===== config.mk =====
export PLATFORM = sky130hd
export DESIGN_NAME = amiga_key_queue
export DESIGN_NICKNAME = d
export VERILOG_FILES = /design/src/rtl/amiga_key_queue.sv
export SDC_FILE = /design/constraint.sdc
export NUM_CORES = 1
export LEC_CHECK = 0
export CELL_PAD_IN_SITES_DETAIL_PLACEMENT = 2
export CELL_PAD_IN_SITES_GLOBAL_PLACEMENT = 2
export CORE_ASPECT_RATIO = 1.75
export CORE_MARGIN = 2
export CORE_UTILIZATION = 40
export DETAILED_ROUTE_END_ITERATION = 16
export HOLD_SLACK_MARGIN = 0.08
export MAX_ROUTING_LAYER = met4
export PLACE_DENSITY_LB_ADDON = 0.1
export SETUP_SLACK_MARGIN = 0.15
export SYNTH_ARGS = -nofsm -noshare
export SYNTH_HDL_FRONTEND = slang
export SYNTH_SLANG_ARGS = --single-unit

===== constraint.sdc =====
create_clock -name clk -period 5.08 [get_ports clk]
set_clock_uncertainty 0.2 [all_clocks]
set_input_delay 0.762 -clock clk [delete_from_list [all_inputs] [get_ports clk]]
set_output_delay 0.762 -clock clk [all_outputs]
set_load 0.005 [all_outputs]

===== src/rtl/amiga_key_queue.sv =====
// Keycode FIFO and Amiga handshake pacer in front of the keyboard serializer.
// Adds power-up stream codes, overflow reporting and lost-sync resend.
module amiga_key_queue #(
  parameter int unsigned DEPTH_LOG2 = 4,
  parameter int unsigned GAP        = 2048,
  parameter int unsigned TIMEOUT    = 1001000
) (
  input  logic                  clk,
  input  logic                  reset,
  input  logic                  clk7_en,
  input  logic                  in_strobe,
  input  logic [7:0]            in_data,
  input  logic                  keyboard_disabled,
  input  logic                  keyack,
  output logic                  key_strobe,
  output logic [7:0]            key_data,
  output logic [DEPTH_LOG2:0]   fifo_level,
  output logic                  busy
);

  localparam int unsigned AW    = DEPTH_LOG2;
  localparam int unsigned LW    = DEPTH_LOG2 + 1;
  localparam int unsigned DEPTH = 1 << DEPTH_LOG2;
  localparam int unsigned CW    = $clog2(TIMEOUT + 1);

  localparam logic [7:0] CODE_INIT0 = 8'hFD;
  localparam logic [7:0] CODE_INIT1 = 8'hFE;
  localparam logic [7:0] CODE_OVF   = 8'hFA;
  localparam logic [7:0] CODE_SYNC  = 8'hF9;

  typedef enum logic [2:0] {S_INIT0, S_INIT1, S_IDLE, S_WAIT, S_SYNC} state_t;

  state_t          state, state_next;
  logic [7:0]      mem [DEPTH];
  logic [AW-1:0]   rd_ptr, wr_ptr;
  logic [CW-1:0]   tick_cnt, cnt_next;
  logic [7:0]      last;
  logic            ack_seen, ack_ok, ovf, resend, have_last, ret_init1;
  logic            empty, full, push, pop, overflow;
  logic            emit, emit_ret_init1, clr_ovf, set_resend, clr_resend;
  logic [7:0]      emit_code;

  assign empty    = (fifo_level == LW'(0));
  assign full     = (fifo_level == LW'(DEPTH));
  assign push     = in_strobe & ~keyboard_disabled & (~full | pop);
  assign overflow = in_strobe & ~keyboard_disabled & full & ~pop;
  assign cnt_next = tick_cnt + CW'(1);
  // A keyack in the deciding cycle counts as well as one latched earlier.
  assign ack_ok   = ack_seen | keyack;

  always_comb begin
    state_next     = state;
    emit           = 1'b0;
    emit_code      = 8'h00;
    emit_ret_init1 = 1'b0;
    pop            = 1'b0;
    clr_ovf        = 1'b0;
    set_resend     = 1'b0;
    clr_resend     = 1'b0;
    if (clk7_en) begin
      unique case (state)
        S_INIT0: begin
          emit           = 1'b1;
          emit_code      = CODE_INIT0;
          emit_ret_init1 = 1'b1;
          state_next     = S_WAIT;
        end
        S_INIT1: begin
          emit       = 1'b1;
          emit_code  = CODE_INIT1;
          state_next = S_WAIT;
        end
        S_IDLE: begin
          if (resend) begin
            emit       = 1'b1;
            emit_code  = last;
            clr_resend = 1'b1;
            state_next = S_WAIT;
          end else if (ovf) begin
            emit       = 1'b1;
            emit_code  = CODE_OVF;
            clr_ovf    = 1'b1;
            state_next = S_WAIT;
          end else if (!empty) begin
            emit       = 1'b1;
            emit_code  = mem[rd_ptr];
            pop        = 1'b1;
            state_next = S_WAIT;
          end
        end
        S_WAIT: begin
          // Leave one tick early so the next emit lands exactly GAP ticks on.
          if (ack_ok && cnt_next >= CW'(GAP - 1)) begin
            state_next = ret_init1 ? S_INIT1 : S_IDLE;
          end else if (cnt_next >= CW'(TIMEOUT)) begin
            state_next = S_SYNC;
          end
        end
        S_SYNC: begin
          emit           = 1'b1;
          emit_code      = CODE_SYNC;
          emit_ret_init1 = ret_init1;
          set_resend     = have_last;
          state_next     = S_WAIT;
        end
        default: state_next = S_INIT0;
      endcase
    end
  end

  always_ff @(posedge clk) begin
    if (reset) begin
      state      <= S_INIT0;
      busy       <= 1'b1;
      key_strobe <= 1'b0;
      key_data   <= 8'h00;
      fifo_level <= '0;
      rd_ptr     <= '0;
      wr_ptr     <= '0;
      tick_cnt   <= '0;
      ack_seen   <= 1'b0;
      ovf        <= 1'b0;
      resend     <= 1'b0;
      have_last  <= 1'b0;
      ret_init1  <= 1'b0;
      last       <= 8'h00;
    end else begin
      state      <= state_next;
      busy       <= (state_next != S_IDLE);
      fifo_level <= fifo_level + LW'(push) - LW'(pop);
      if (push) wr_ptr <= wr_ptr + AW'(1);
      if (pop) begin
        rd_ptr    <= rd_ptr + AW'(1);
        last      <= emit_code;
        have_last <= 1'b1;
      end
      if (clk7_en) begin
        key_strobe <= emit;
        if (emit) begin
          key_data  <= emit_code;
          tick_cnt  <= '0;
          ret_init1 <= emit_ret_init1;
        end else if (state == S_WAIT) begin
          tick_cnt <= cnt_next;
        end
      end
      if (emit)                         ack_seen <= 1'b0;
      else if (state == S_WAIT && keyack) ack_seen <= 1'b1;
      if (clr_resend) resend <= 1'b0;
      if (set_resend) resend <= 1'b1;
      if (clr_ovf)    ovf    <= 1'b0;
      if (overflow)   ovf    <= 1'b1;
    end
  end

  always_ff @(posedge clk) begin
    if (push) mem[wr_ptr] <= in_data;
  end

endmodule


==> results.toml <==
[clock_tree]
cts_buffer_depth = 2
clk_latency_ns = 0.44
postCtsSetupBuffers = 0
cts_buffers = 17
cts_resized = 0
cts_tree = "built"
ctsHoldBuffers = 0
cts_max_level = 4
clkSlewWorstSetupHoldPaths_ns = 0.07
cts_sinks = 191
cts_root_buf = "clkbuf_16"

[grt]
grt_pass1_wl_um = 34600
grtUsageMet2_pct = 42.0
top_usage_layer = "met2"
grt_pass1_vias = 5843
grt-ovfl-total = 0
grt_max_degree = 40
grt_util_all_layers_pct = 22.0
grtUsageMet1_pct = 20.9
global_route.usage.met3_pct = 3.45
antenna_found_initial = 0

[floorplanning]
die_h_um = 195
num_rows = 70
pin_count = 29
initial_utilization_pct = 40.3
die_x_um = 113
core-area_mm2 = 0.0208
dieArea_mm2 = 0.0221

[synthesis]
synth.top_cell.area_share_pct = 45.9
synth_ff_type = "edfxtp_1"
netlist_area_mm2 = 0.00837
seq_area_frac_synth_pct = 61.0
syn_avg_cell_area_um2 = 13.0
synth_most_common_cell = "edfxtp_1"
async_flop_share_pct = 0
syn_inst = 642
yosys-top-cells-count = "edfxtp_1, nor2_1, dfxtp_1"
ys_ff_latch = 191
synth-edff-count = 128
ys_top_cells_by_area = "edfxtp_1, dfxtp_1, mux4_2"
synth_warnings = 0
yosysTopAreaCell = "edfxtp_1"
syn_nets = 670
synth_cell_types = 58

[final_layout]
diodes = 0
finalNetCount = 688
drive_gt1_share_pct = 14.3
area_growth_pct = 13.5

[sta]
fin_crit_ns = 3.76
slew_headroom_pct = 42.5
maxSlewViolCount = 0
report.final.hold_viol_count = 0
tightest_slew_ns = 0.859
finalSetupViolCount = 0
fin_crit_sh_pct = 74.1
clock.fmax_mhz = 266
tns_ns = 0
rsz0062_at_grt = "false"

[outcome]
status = "finished clean"

[place]
portBuffers = 28
hpwl_um = 16000
gp_congestion = 0.818

[route]
drcViolationCount = 0
drt_iter0_markers = 269
route.vias.total = 5233
wl_um = 22000
first_pass_iters = 4
wl_per_cell_um = 23.8
antenna_left = 0
vias_per_cell = 5.66

[critical_path]
critical_path_class = "reg -> reg"
crit_required_ns = 5.25
path_max_fanout = 10
endpoint_kind = "flop"
path_buf_inv = 7
critical_path.top_delay_family = "simple AND/OR/NAND/NOR gates"
crit_path_start_kind = "flop"
max_stage_delay_ns = 0.38
worstPathCellList = "inv_1 > ha_1 > nor3b_1 > nand2b_1 > nand4_1 > buf_4 > a31oi_1 > buf_4 > inv_1 > ha_1 > inv_1 > ha_1 > inv_1 > fa_1 > inv_1 > a21oi_1 > nor2_1 > or3_1 > a21oi_1"
crit_arrival_ns = 3.93
path_common_cell = "inv_1"
cp_slowest_cell = "dfxtp_1"

[pwr]
p_sw_mw = 0.910
intPower_mw = 2.70
pwr-share-clk_pct = 38.5
power_frac_seq_pct = 48.8
p_per_area_mw_per_mm2 = 380
pwr-share-comb_pct = 12.8
max-vdd-ir-drop_mv = 0.314
p_leak_nw = 3.03
swShare_pct = 25.2
power_mw = 3.61

[hold_path]
hold_class = "reg -> reg"

[run]
max-cap-violations = 0
==> layout make-up <==
type	count	area [um^2]
fillers	2046	11300
flip-flops and latches	191	5110
multi-input cells	389	3020
clock buffers	17	425
repair buffers	42	385
well taps	252	315
clock inverters	15	180
inverters	19	71.3
==> power by group through the flow <==
stage | Combinational (mW) | Clock [mW] | Sequential (mW)
3_5_place_dp | 0.472 | 0 | 1.80
3_3_place_gp | 0.451 | 0 | 1.79
2_1_floorplan | 0.301 | 0 | 1.77
6_report | 0.461 | 1.39 | 1.76
4_1_cts | 0.476 | 1.42 | 1.76
5_1_grt | 0.520 | 1.47 | 1.77
==> sequential cells by signal, summed over array words and instances (netlist names), named ones only <==
signal / cells
resend: 1
busy: 1
ack_seen: 1
mem: 128
key_strobe: 1
key_data: 8
fifo_level: 5
ovf: 1
state: 3
have_last: 1
rd_ptr: 4
wr_ptr: 4
ret_init1: 1
last: 8
tick_cnt: 20
==> worst register-to-register path: stages, from the launching register on <==
cell      delay [ns]
dfxtp_1         0.38
inv_1           0.09
ha_1            0.19
nor3b_1         0.16
nand2b_1        0.34
nand4_1         0.15
buf_4           0.20
a31oi_1         0.19
buf_4           0.20
inv_1           0.05
ha_1            0.26
inv_1           0.04
ha_1            0.18
inv_1           0.07
fa_1            0.20
inv_1           0.05
a21oi_1         0.16
nor2_1          0.07
or3_1           0.35
a21oi_1         0.18
==> cells in the final DEF (no fill, tap or decap), drive strengths merged, types with 14 or more instances in the layout <==
master         count
nor2              88
clkbuf            17
buf               14
mux4              40
nand4             14
inv               25
xor2              21
xnor2             14
nand2b            15
clkdlybuf4s50     28
nand2             30
dfxtp             63
a21oi             33
edfxtp           128
==> layer usage <==
layer | routed length [um] | part of all wire [%] | vias up
met2 | 13100 | 60 | 87
met5 | 0 | 0 | -
met3 | 419 | 1.9 | 43
li1 | - | - | 2419
met1 | 7560 | 34 | 2684
met4 | 908 | 4.1 | 0
==> path summary, 6_finish.rpt <==
kind                       from             to  slack [ns]  cells past startpoint
setup / recovery  fifo_level[3]  fifo_level[4]        1.32                     19
setup reg to reg  fifo_level[3]  fifo_level[4]        1.32                     19
hold reg to reg     key_data[1]    key_data[1]        0.28                      2
hold / removal      key_data[1]    key_data[1]        0.28                      2
==> cell families (layout without fill, tap and decap cells) <==
group / count (synthesis) / after routing / synth area share [%]
and+or+nand+nor: 202 / 202 / 11.6
adders and majority gates: 14 / 14 / 2.18
DFF: 191 / 191 / 61.0
xor gates and xnor gates: 35 / 35 / 3.66
AOI/OAI and AO/OA: 95 / 95 / 7.44
buffers and inverters: 62 / 93 / 2.99
muxes: 43 / 43 / 11.1
==> metrics by stage <==
stage / cell area [um^2] / setup WS, ns / std cells / hold WS [ns] / util (%)
after global routing: 9500 / 0.949 / 925 / 0.298 / 45.8
after floorplan: 8370 / 1.52 / 642 / 0.237 / -
after global placement: 8890 / 1.00 / 893 / 0.262 / 42.8
after CTS: 9500 / 1.26 / 925 / 0.281 / 45.8
final: 9500 / 1.32 / 925 / 0.278 / 45.8
after detailed placement: 8890 / 0.940 / 893 / 0.267 / 42.8
(Power assumes the default switching activity.)
